$ cat src/rtl/dp_sequencer_pkg.sv
`default_nettype none
// ============================================================================
//  Module   : dp_sequencer_pkg
//  Purpose  : Shared definitions for the datapath sequencer: instruction width,
//             packed micro-instruction layout and FSM state encodings.
//  Ports    : none (package)
//  Revision : 1.0  initial release
// ============================================================================
package dp_sequencer_pkg;

  localparam int INSTR_W = 12;

  // Fields that are driven onto the datapath while an instruction executes.
  typedef struct packed {
    logic [2:0] alu;    // [11:9]
    logic [1:0] addr1;  // [8:7]
    logic [1:0] addr2;  // [6:5]
    logic [1:0] addr3;  // [4:3]
    logic       wr;     // [2]
  } issue_t;

  // Full micro-instruction: issue fields plus repeat count (issued rpt+1 times).
  typedef struct packed {
    issue_t     op;
    logic [1:0] rpt;    // [1:0]
  } instr_t;

  localparam logic [0:0] ST_IDLE = 1'b0;
  localparam logic [0:0] ST_EXEC = 1'b1;

endpackage
`default_nettype wire

$ cat src/rtl/dp_sequencer_fifo.sv
`default_nettype none
// ============================================================================
//  Module   : dp_seq_fifo
//  Purpose  : Instruction buffer, DEPTH x WIDTH, single clock. Push is refused
//             whenever full (even with a pop in the same cycle); pop is ignored
//             when empty. head_o is the oldest entry.
//  Ports    : clk, rst (async, active-high)
//             push_i, data_i  -> write side
//             pop_i           -> read side, advances head
//             full_o, empty_o, head_o
//  Revision : 1.0  initial release
// ============================================================================
module dp_seq_fifo #(
  parameter int DEPTH = 4,
  parameter int WIDTH = 12
) (
  input  logic             clk,
  input  logic             rst,
  input  logic             push_i,
  input  logic [WIDTH-1:0] data_i,
  input  logic             pop_i,
  output logic             full_o,
  output logic             empty_o,
  output logic [WIDTH-1:0] head_o
);

  localparam int           AW     = (DEPTH > 1) ? $clog2(DEPTH) : 1;
  localparam logic [AW:0]  C_FULL = (AW+1)'(DEPTH);

  logic [WIDTH-1:0] mem_q [DEPTH];
  logic [AW-1:0]    wptr_q, rptr_q;
  logic [AW:0]      cnt_q;
  logic             w_push, w_pop;

  assign full_o  = (cnt_q == C_FULL);
  assign empty_o = (cnt_q == '0);
  assign head_o  = mem_q[rptr_q];

  // Gating on the registered flags makes "push while full" a refusal even if
  // the same cycle frees a slot.
  assign w_push = push_i & ~full_o;
  assign w_pop  = pop_i  & ~empty_o;

  // Storage carries no reset: contents are only observed when count says valid.
  always_ff @(posedge clk) begin
    if (w_push) mem_q[wptr_q] <= data_i;
  end

  // DEPTH is a power of two, so natural pointer overflow is the modulo wrap.
  always_ff @(posedge clk or posedge rst) begin
    if (rst) begin
      wptr_q <= '0;
      rptr_q <= '0;
      cnt_q  <= '0;
    end else begin
      if (w_push) wptr_q <= wptr_q + AW'(1);
      if (w_pop)  rptr_q <= rptr_q + AW'(1);
      case ({w_push, w_pop})
        2'b10:   cnt_q <= cnt_q + (AW+1)'(1);
        2'b01:   cnt_q <= cnt_q - (AW+1)'(1);
        default: cnt_q <= cnt_q;
      endcase
    end
  end

endmodule
`default_nettype wire

$ cat src/rtl/dp_sequencer.sv
`default_nettype none
// ============================================================================
//  Module   : dp_sequencer
//  Purpose  : Control stage for the 4x32 register-file/ALU datapath. Buffers
//             12-bit micro-instructions, issues them one per cycle with 1..4
//             repeats, keeps a sticky carry flag and an issue-cycle counter.
//  Ports    : clk, rst (async, active-high)
//             in_instr/in_valid/in_ready  instruction handshake
//             halt       stall issue (buffer still fills)
//             cout       datapath carry-out
//             clr_flags  sync clear of carry_flag and op_count
//             addr1/addr2/addr3/alu/wr   datapath control
//             busy, carry_flag, op_count status
//  Revision : 1.0  initial release
// ============================================================================
module dp_sequencer
  import dp_sequencer_pkg::*;
#(
  parameter int DEPTH = 4,
  parameter int CNT_W = 16
) (
  input  logic               clk,
  input  logic               rst,
  input  logic [INSTR_W-1:0] in_instr,
  input  logic               in_valid,
  output logic               in_ready,
  input  logic               halt,
  input  logic               cout,
  input  logic               clr_flags,
  output logic [1:0]         addr1,
  output logic [1:0]         addr2,
  output logic [1:0]         addr3,
  output logic [2:0]         alu,
  output logic               wr,
  output logic               busy,
  output logic               carry_flag,
  output logic [CNT_W-1:0]   op_count
);

  logic [0:0]         state_q, state_d;
  issue_t             instr_q, instr_d;
  logic [1:0]         rep_q, rep_d;
  logic               carry_q, carry_d;
  logic [CNT_W-1:0]   cnt_q, cnt_d;

  logic               w_full, w_empty, w_pop, w_push, w_issue;
  logic [INSTR_W-1:0] w_head_raw;
  instr_t             w_head;

  assign w_push   = in_valid & ~w_full;
  assign in_ready = ~w_full;
  assign w_head   = instr_t'(w_head_raw);

  dp_seq_fifo #(
    .DEPTH (DEPTH),
    .WIDTH (INSTR_W)
  ) u_fifo (
    .clk     (clk),
    .rst     (rst),
    .push_i  (w_push),
    .data_i  (in_instr),
    .pop_i   (w_pop),
    .full_o  (w_full),
    .empty_o (w_empty),
    .head_o  (w_head_raw)
  );

  always_comb begin
    state_d = state_q;
    instr_d = instr_q;
    rep_d   = rep_q;
    w_pop   = 1'b0;
    case (state_q)
      ST_IDLE: begin
        if (!halt && !w_empty) begin
          w_pop   = 1'b1;
          instr_d = w_head.op;
          rep_d   = w_head.rpt;
          state_d = ST_EXEC;
        end
      end
      ST_EXEC: begin
        if (!halt) begin
          if (rep_q != 2'd0) begin
            rep_d = rep_q - 2'd1;
          end else if (!w_empty) begin
            // Load the next instruction on the last repeat: no idle bubble.
            w_pop   = 1'b1;
            instr_d = w_head.op;
            rep_d   = w_head.rpt;
          end else begin
            state_d = ST_IDLE;
          end
        end
      end
      default: state_d = ST_IDLE;
    endcase
  end

  assign w_issue = (state_q == ST_EXEC) & ~halt;

  // Address/opcode fields simply mirror the instruction register, so they
  // hold their last values in IDLE; only wr is qualified.
  assign addr1 = instr_q.addr1;
  assign addr2 = instr_q.addr2;
  assign addr3 = instr_q.addr3;
  assign alu   = instr_q.alu;
  assign wr    = w_issue & instr_q.wr;

  assign busy       = (state_q != ST_IDLE) | ~w_empty;
  assign carry_flag = carry_q;
  assign op_count   = cnt_q;

  always_comb begin
    carry_d = carry_q;
    cnt_d   = cnt_q;
    if (clr_flags) begin
      carry_d = 1'b0;
      cnt_d   = '0;
    end else begin
      if (wr && cout) carry_d = 1'b1;
      if (w_issue)    cnt_d   = cnt_q + CNT_W'(1);
    end
  end

  always_ff @(posedge clk or posedge rst) begin
    if (rst) begin
      state_q <= ST_IDLE;
      instr_q <= '0;
      rep_q   <= '0;
      carry_q <= 1'b0;
      cnt_q   <= '0;
    end else begin
      state_q <= state_d;
      instr_q <= instr_d;
      rep_q   <= rep_d;
      carry_q <= carry_d;
      cnt_q   <= cnt_d;
    end
  end

endmodule
`default_nettype wire

$ cat config.mk
export PLATFORM = sky130hd
export DESIGN_NAME = dp_sequencer
export DESIGN_NICKNAME = d
export VERILOG_FILES = /design/src/rtl/dp_sequencer_pkg.sv /design/src/rtl/dp_sequencer_fifo.sv /design/src/rtl/dp_sequencer.sv
export SDC_FILE = /design/constraint.sdc
export NUM_CORES = 1
export LEC_CHECK = 0
export ABC_AREA = 1
export CAP_MARGIN = 20
export CORE_ASPECT_RATIO = 1.75
export CORE_MARGIN = 4
export CORE_UTILIZATION = 45
export CTS_CLUSTER_DIAMETER = 50
export CTS_CLUSTER_SIZE = 25
export DETAILED_ROUTE_END_ITERATION = 12
export PLACE_DENSITY = 0.72
export REMOVE_ABC_BUFFERS = 1
export SYNTH_ARGS = -nofsm -noshare
export SYNTH_HDL_FRONTEND = slang
export SYNTH_HIERARCHICAL = 1
export SYNTH_SLANG_ARGS = --single-unit
$ cat constraint.sdc
create_clock -name clk -period 6.7 [get_ports clk]
set_clock_uncertainty 0.1 [all_clocks]
set_input_delay 1.005 -clock clk [delete_from_list [all_inputs] [get_ports clk]]
set_output_delay 1.005 -clock clk [all_outputs]
set_load 0.05 [all_outputs]
* Word level (Yosys, flattened, before mapping)
Memories as Yosys holds them, arrays and structs flattened. Cells that the tools add are included.
Word-level totals: register bits after elaboration 37, memories 1, logic and storage cells 73, output and inout bits 29, bits in writable memories 48
Operators by class: add/subtract/negate cells 6, equality and inequality tests 8, reduce and logical (&&, ||, !) cells 11, mux-type cells 25, bitwise logic cells 10
Memories:
- u_fifo.mem_q | words 4, bits a word 12, rd ports 1, clocked after Yosys merged registers in 0, write ports 1, RTL line dp_sequencer_fifo.sv:30 | logic [WIDTH-1:0] mem_q [DEPTH];
Operator list (number):
- two-way mux 10 bit | 4
- two-way mux 16 bit | 2
- case mux 10 bit (2 select lines) | 1
- adder 16 x 1 -> 16 bit, second input constant | 1
- two-way mux 1 bit | 10
- two-way mux 2 bit | 4
- inequality test 2 bit, second input constant | 4
- nonzero test 2 bit | 4
- case mux 3 bit (2 select lines) | 1
- bitwise AND 1 bit | 5
- adder 2 x 1 -> 2 bit, second input constant | 2
- NOT 1 bit | 4
- case mux 1 bit (2 select lines) | 2
- case mux 2 bit (2 select lines) | 1
- AND reduction 4 bit | 1
- adder 3 x 1 -> 3 bit, second input constant | 1
- == test 3 bit, second input constant | 1
- zero test 3 bit | 1
- inequality test 3 bit, second input constant | 1
- AND reduction 3 bit | 1
- subtractor 3 x 1 -> 3 bit, second input constant | 1
- == test 2 x 1 -> 1 bit, second input constant | 1
- == test 2 bit, second input constant | 1
- logical AND 1 bit | 2
- 3 further kinds | 4

* Longest topological paths before layout
Gate-level depths: netlist of the first run.
word-level depth 8, mapped depth 17, mapped depth without buffers 16

* Modules after synthesis
The synthesis of the first run kept the hierarchy.
Modules (own cells, without submodules):
- dp_seq_fifo | times used 1, cells each 202, seq. area each 1616.6 um^2, area each 2407.3 um^2
- dp_sequencer | times used 1, cells each 214, seq. area each 750.7 um^2, area each 1660.3 um^2

* Least setup slack after synthesis of the first run
OpenSTA, ideal clock, no wires.
kind in2out, start input halt, end output wr, slack 3.748 ns, path buffers 0, stages 3, arrival time 1.847 ns, path through inv_2 > nand2_4 > nor2_1
Between the ends: longest elaborated chain between the ends 3
RTL lines:
- start, declared | RTL line dp_sequencer.sv:27 | input logic halt,
- NOT 1 bit | RTL line dp_sequencer.sv:100 | assign w_issue = (state_q == ST_EXEC) & ~halt;
- bitwise AND 1 bit | RTL line dp_sequencer.sv:100
- bitwise AND 1 bit | RTL line dp_sequencer.sv:108 | assign wr = w_issue & instr_q.wr;
- end, declared | RTL line dp_sequencer.sv:34 | output logic wr,
Every way passes these cells.

* Final worst setup path of the first run
Same ends and word-level chain as after synthesis.

==> results of run 1 <==
critical path: stages:
cell and delay, ps:
clkdlybuf4s50_1 490, inv_2 130, nand2_4 100, nor2_1 160
clkdlybuf4s50_1 830
routing by layer:
layer	GRT usage	wire, microns
met3	0.0235	338
met4	0.105	297
met2	0.295	4370
met1	0.153	2940
met5	0	0
cell type report:
cell class                      count  share of cell area
Sequential cell                    85               0.485
Multi-Input combinational cell    240               0.266
Timing Repair Buffer               51               0.104
Inverter                           73              0.0561
Clock buffer                       10              0.0469
Tap cell                          117              0.0300
Clock inverter                      6              0.0131
how the worst min path moves through the flow:
stage	cells past startpoint	slack (ps)	end	from
finish	2	380	addr2[0]	addr2[0]
global route	2	400	addr2[1]	addr2[1]
CTS	2	380	addr2[0]	addr2[0]
detailed placement	2	360	addr2[0]	addr2[0]
global placement	2	360	alu[1]	alu[1]
floorplan	2	350	rep_q[1]	rep_q[1]
sequential cells by signal (all words and copies together), names as in the netlist, 3 cells and up:
signal	cells
u_fifo/cnt_q	3
u_fifo/mem_q	48
alu	3
op_count	16
power by group:
group | internal, mW | switching (mW) | total (mW)
Combinational | 0.230 | 0.472 | 0.702
Clock | 0.288 | 0.198 | 0.486
Sequential | 0.684 | 0.0745 | 0.758
Total | 1.20 | 0.744 | 1.95
Yosys cell counts, types with 5 or more instances:
library cell / instances / share of area
nand2_1: 118 / 0.11
inv_1: 63 / 0.058
edfxtp_1: 48 / 0.35
dfrtp_1: 37 / 0.23
nor2_1: 25 / 0.023
o211ai_1: 16 / 0.030
nand3_1: 15 / 0.018
buf_4: 11 / 0.020
inv_2: 10 / 0.0092
o21ai_0: 10 / 0.012
o211ai_2: 9 / 0.028
a21oi_1: 7 / 0.0086
ha_1: 6 / 0.018
buf_2: 5 / 0.0062
kinds of logic (layout without fill, tap and decap cells):
group                      count (synthesis)  count (layout)  synth area share
DFF                                       85              85             0.582
buffers and inverters                     91             140            0.0994
adders and majority gates                  7               7            0.0234
and+or+nand+nor                          184             184             0.205
xor gates and xnor gates                   2               2           0.00431
AOI/OAI and AO/OA                         47              47            0.0864
metrics by stage:
stage	instances	worst slack (ps)	util	total power, mW	hold slack [ps]
after floorplan	398	3750	-	1.26	353
after global placement	562	2910	0.522	1.43	360
final	582	2870	0.559	1.95	375
after global routing	582	2760	0.559	2.07	396
after detailed placement	562	2880	0.522	1.47	362
after CTS	578	2880	0.555	1.96	378
==> impl_metrics.toml, run 1 <==
[floorplan]
die-area_sq_um = 10700
die_y_microns = 134
num_rows = 45
start_util = 0.466
io_pins = 47
core-area_sq_um = 8730
die_w_microns = 79.9

[sta]
tightest_slew_ps = 794
finalCritPeriodShare = 0.571
setup_tns_ps = 0
fmax_ghz = 0.261
maxSlewViolCount = 0
setup_violations = 0
fin_crit_ps = 3830
hold_viol = 0
rsz0062_at_grt = "false"
relSlewSlack = 0.470

[critical_path]
cp.arrival_ps = 2720
startpoint_type = "input pin"
r2r_slack_ps = 4160
regToRegEndpoint = "u_fifo/cnt_q[2]"
critPathLaunch = "halt"
critPathKind = "in2out"
crit_end = "wr"
required_ps = 5590
critical_path.max_fanout = 5
rr_worst_depth = 15
crit_path_end_kind = "primary output"
reg2reg_from = "u_fifo/cnt_q[0]"

[worst_hold_path]
hp-class = "reg2reg"

[route]
drt_iter0_drc = 132
vias = 2857
avgRoutedWirePerCell_microns = 13.6
dr.pass1.iters = 4
drcViolationCount = 0
ant_nets = 0
via_per_inst = 4.91
drt-total-wl_microns = 7940

[clock_tree]
cts_setup_buffers = 0
cts_tree = "yes"
cts-root-buf = "clkbuf_16"
clk-insertion-delay-late_ps = 340
cts-hold-fix-buffers = 0
cts_resized = 0
cts_buffers = 9
clkTransAtPathRegs_ps = 60
clkSinkCount = 85
htreeDepth = 3
ctsLongestPathBuffers = 2

[pwr]
power_density_nw_per_um2 = 399
ir_worst_vdd_v = 0.000193
p_leak_nw = 2.23

[layout]
stdcell_area_sq_um = 4880
final_common_cell = "nand2_1"
layout.nets = 485
layout_common_cells = "nand2_1 (118), inv_1 (63), edfxtp_1 (48)"
diodes = 0
layout-drive-gt1-share = 0.120
seq_area_sq_um = 2370
multi_input_area_sq_um = 1300
n_fill_cell = 779
area_delta_synth_final_pct = 20.0

[synth]
syn_area_sq_um = 4070
synth_seq_area_share = 0.582
yosysWarnings = 6
yosysUniqueCellTypes = 31
synth-seq-cells = 85
avgSynthCellArea_sq_um = 9.78
synth-main-ff-cell = "edfxtp_1"
synth_edf_count = 48
synthCells = 416
async_flop_share = 0.435

[status]
status = "finished clean"

[global_routing]
antenna_found_initial = 0
grt_pass1_wl_microns = 12900
grt_overflow = 0
first_global_vias = 2862
grtUsageTotal = 0.157
grt_max_degree = 50

[job]
cap_violations = 0

[place]
hpwlAfterDp_microns = 5740
gp_congestion = 0.870
placed_area_sq_um = 4550
io_buffers = 46
Power figures use the tool's default switching activity.
==> inputs of run 2 (changes only) <==
==> constraint.sdc (replaced) <==
create_clock -name clk -period 3.6 [get_ports clk]
set_clock_uncertainty 0.1 [all_clocks]
set_input_delay 0.54 -clock clk [delete_from_list [all_inputs] [get_ports clk]]
set_output_delay 0.54 -clock clk [all_outputs]
set_load 0.05 [all_outputs]
==> impl_metrics.toml, run 2 (synthesis results as in run 1) <==
[clock_tree]
cts_buffers = 9
cts_setup_buffers = 0
clkSinkCount = 85
clk-insertion-delay-late_ps = 330
clkTransAtPathRegs_ps = 60
htreeDepth = 3
cts_resized = 0
cts_tree = "yes"
cts-root-buf = "clkbuf_16"
ctsLongestPathBuffers = 2
cts-hold-fix-buffers = 0

[critical_path]
regToRegEndpoint = "u_fifo/cnt_q[2]"
critPathLaunch = "halt"
startpoint_type = "input pin"
rr_worst_depth = 15
critPathKind = "in2out"
required_ps = 2960
reg2reg_from = "u_fifo/cnt_q[1]"
crit_path_end_kind = "primary output"
cp.arrival_ps = 2220
crit_end = "wr"
critical_path.max_fanout = 5
r2r_slack_ps = 1010

[job]
cap_violations = 0

[floorplan]
die_w_microns = 79.9
die-area_sq_um = 10700
start_util = 0.466
num_rows = 45
die_y_microns = 134
io_pins = 47
core-area_sq_um = 8730

[pwr]
power_density_nw_per_um2 = 733
p_leak_nw = 2.22
ir_worst_vdd_v = 0.000444

[sta]
rsz0062_at_grt = "false"
hold_viol = 0
fin_crit_ps = 2860
setup_tns_ps = 0
relSlewSlack = 0.480
setup_violations = 0
finalCritPeriodShare = 0.795
fmax_ghz = 0.349
maxSlewViolCount = 0
tightest_slew_ps = 780

[layout]
area_delta_synth_final_pct = 19.6
largest-register = "u_fifo/mem_q"
seq_area_sq_um = 2370
diodes = 0
layout_common_cells = "nand2_1 (118), inv_1 (63), edfxtp_1 (48)"
largest_register_ffs = 48
n_fill_cell = 789
multi_input_area_sq_um = 1300
layout-drive-gt1-share = 0.116
fin_util = 0.557
layout.nets = 485
final_common_cell = "nand2_1"

[route]
avgRoutedWirePerCell_microns = 12.9
ant_nets = 0
drcViolationCount = 0
drt-total-wl_microns = 7520
via_per_inst = 4.88
drt_iter0_drc = 92
dr.pass1.iters = 4
vias = 2839

[global_routing]
grt_pass1_wl_microns = 12700
grtUsageTotal = 0.153
antenna_found_initial = 0
grt_max_degree = 50
grt_overflow = 0
first_global_vias = 2786

[place]
hpwlAfterDp_microns = 5660
io_buffers = 46
gp_congestion = 0.868

[status]
status = "finished clean"

[worst_hold_path]
hp-class = "in2async"
## run 2: critical path: stages
cell and delay, ps:
clkdlybuf4s50_1 480, inv_2 120, nand2_4 100, nor2_1 150
clkdlybuf4s50_1 820
## run 2: through the flow
step                      worst slack [ps]  hold slack (ps)  instance area (sq um)  instances  power [mW]
after floorplan                       1390              243                   3940        398        2.34
after global placement                 745              367                   4580        566        2.68
after detailed placement               609              378                   4580        566        2.73
after CTS                              735              376                   4860        582        3.61
after global routing                   620              414                   4860        582        3.81
final                                  738              375                   4860        582        3.57
## run 2: area by class of cell
class,instances,area share
clock buffer,10,0.0471
clock inverter,6,0.0111
inverter,73,0.0563
multi-input combinational,240,0.266
sequential,85,0.487
tap,117,0.0301
timing repair buffer,51,0.102
## run 2: power breakdown
part,leakage (nW),internal (mW),switching (mW)
Combinational,1.17,0.422,0.860
Clock,0.135,0.528,0.343
Sequential,0.919,1.27,0.141
## run 2: per-layer routing
layer | vias up | GRT usage | part of all wire
li1 | 1423 | - | -
met1 | 1330 | 0.163 | 0.39
met2 | 68 | 0.275 | 0.53
met3 | 18 | 0.0383 | 0.047
met4 | 0 | 0.0742 | 0.028
met5 | - | 0 | 0
## run 2: worst min path at each step
stage	startpoint	slack (ps)	to
after floorplan	rst	240	u_fifo/cnt_q[0]
after global placement	addr2[0]	370	addr2[0]
after detailed placement	addr1[0]	380	addr1[0]
after CTS	rst	380	u_fifo/cnt_q[1]
after global routing	alu[1]	410	alu[1]
final	rst	380	u_fifo/rptr_q[1]
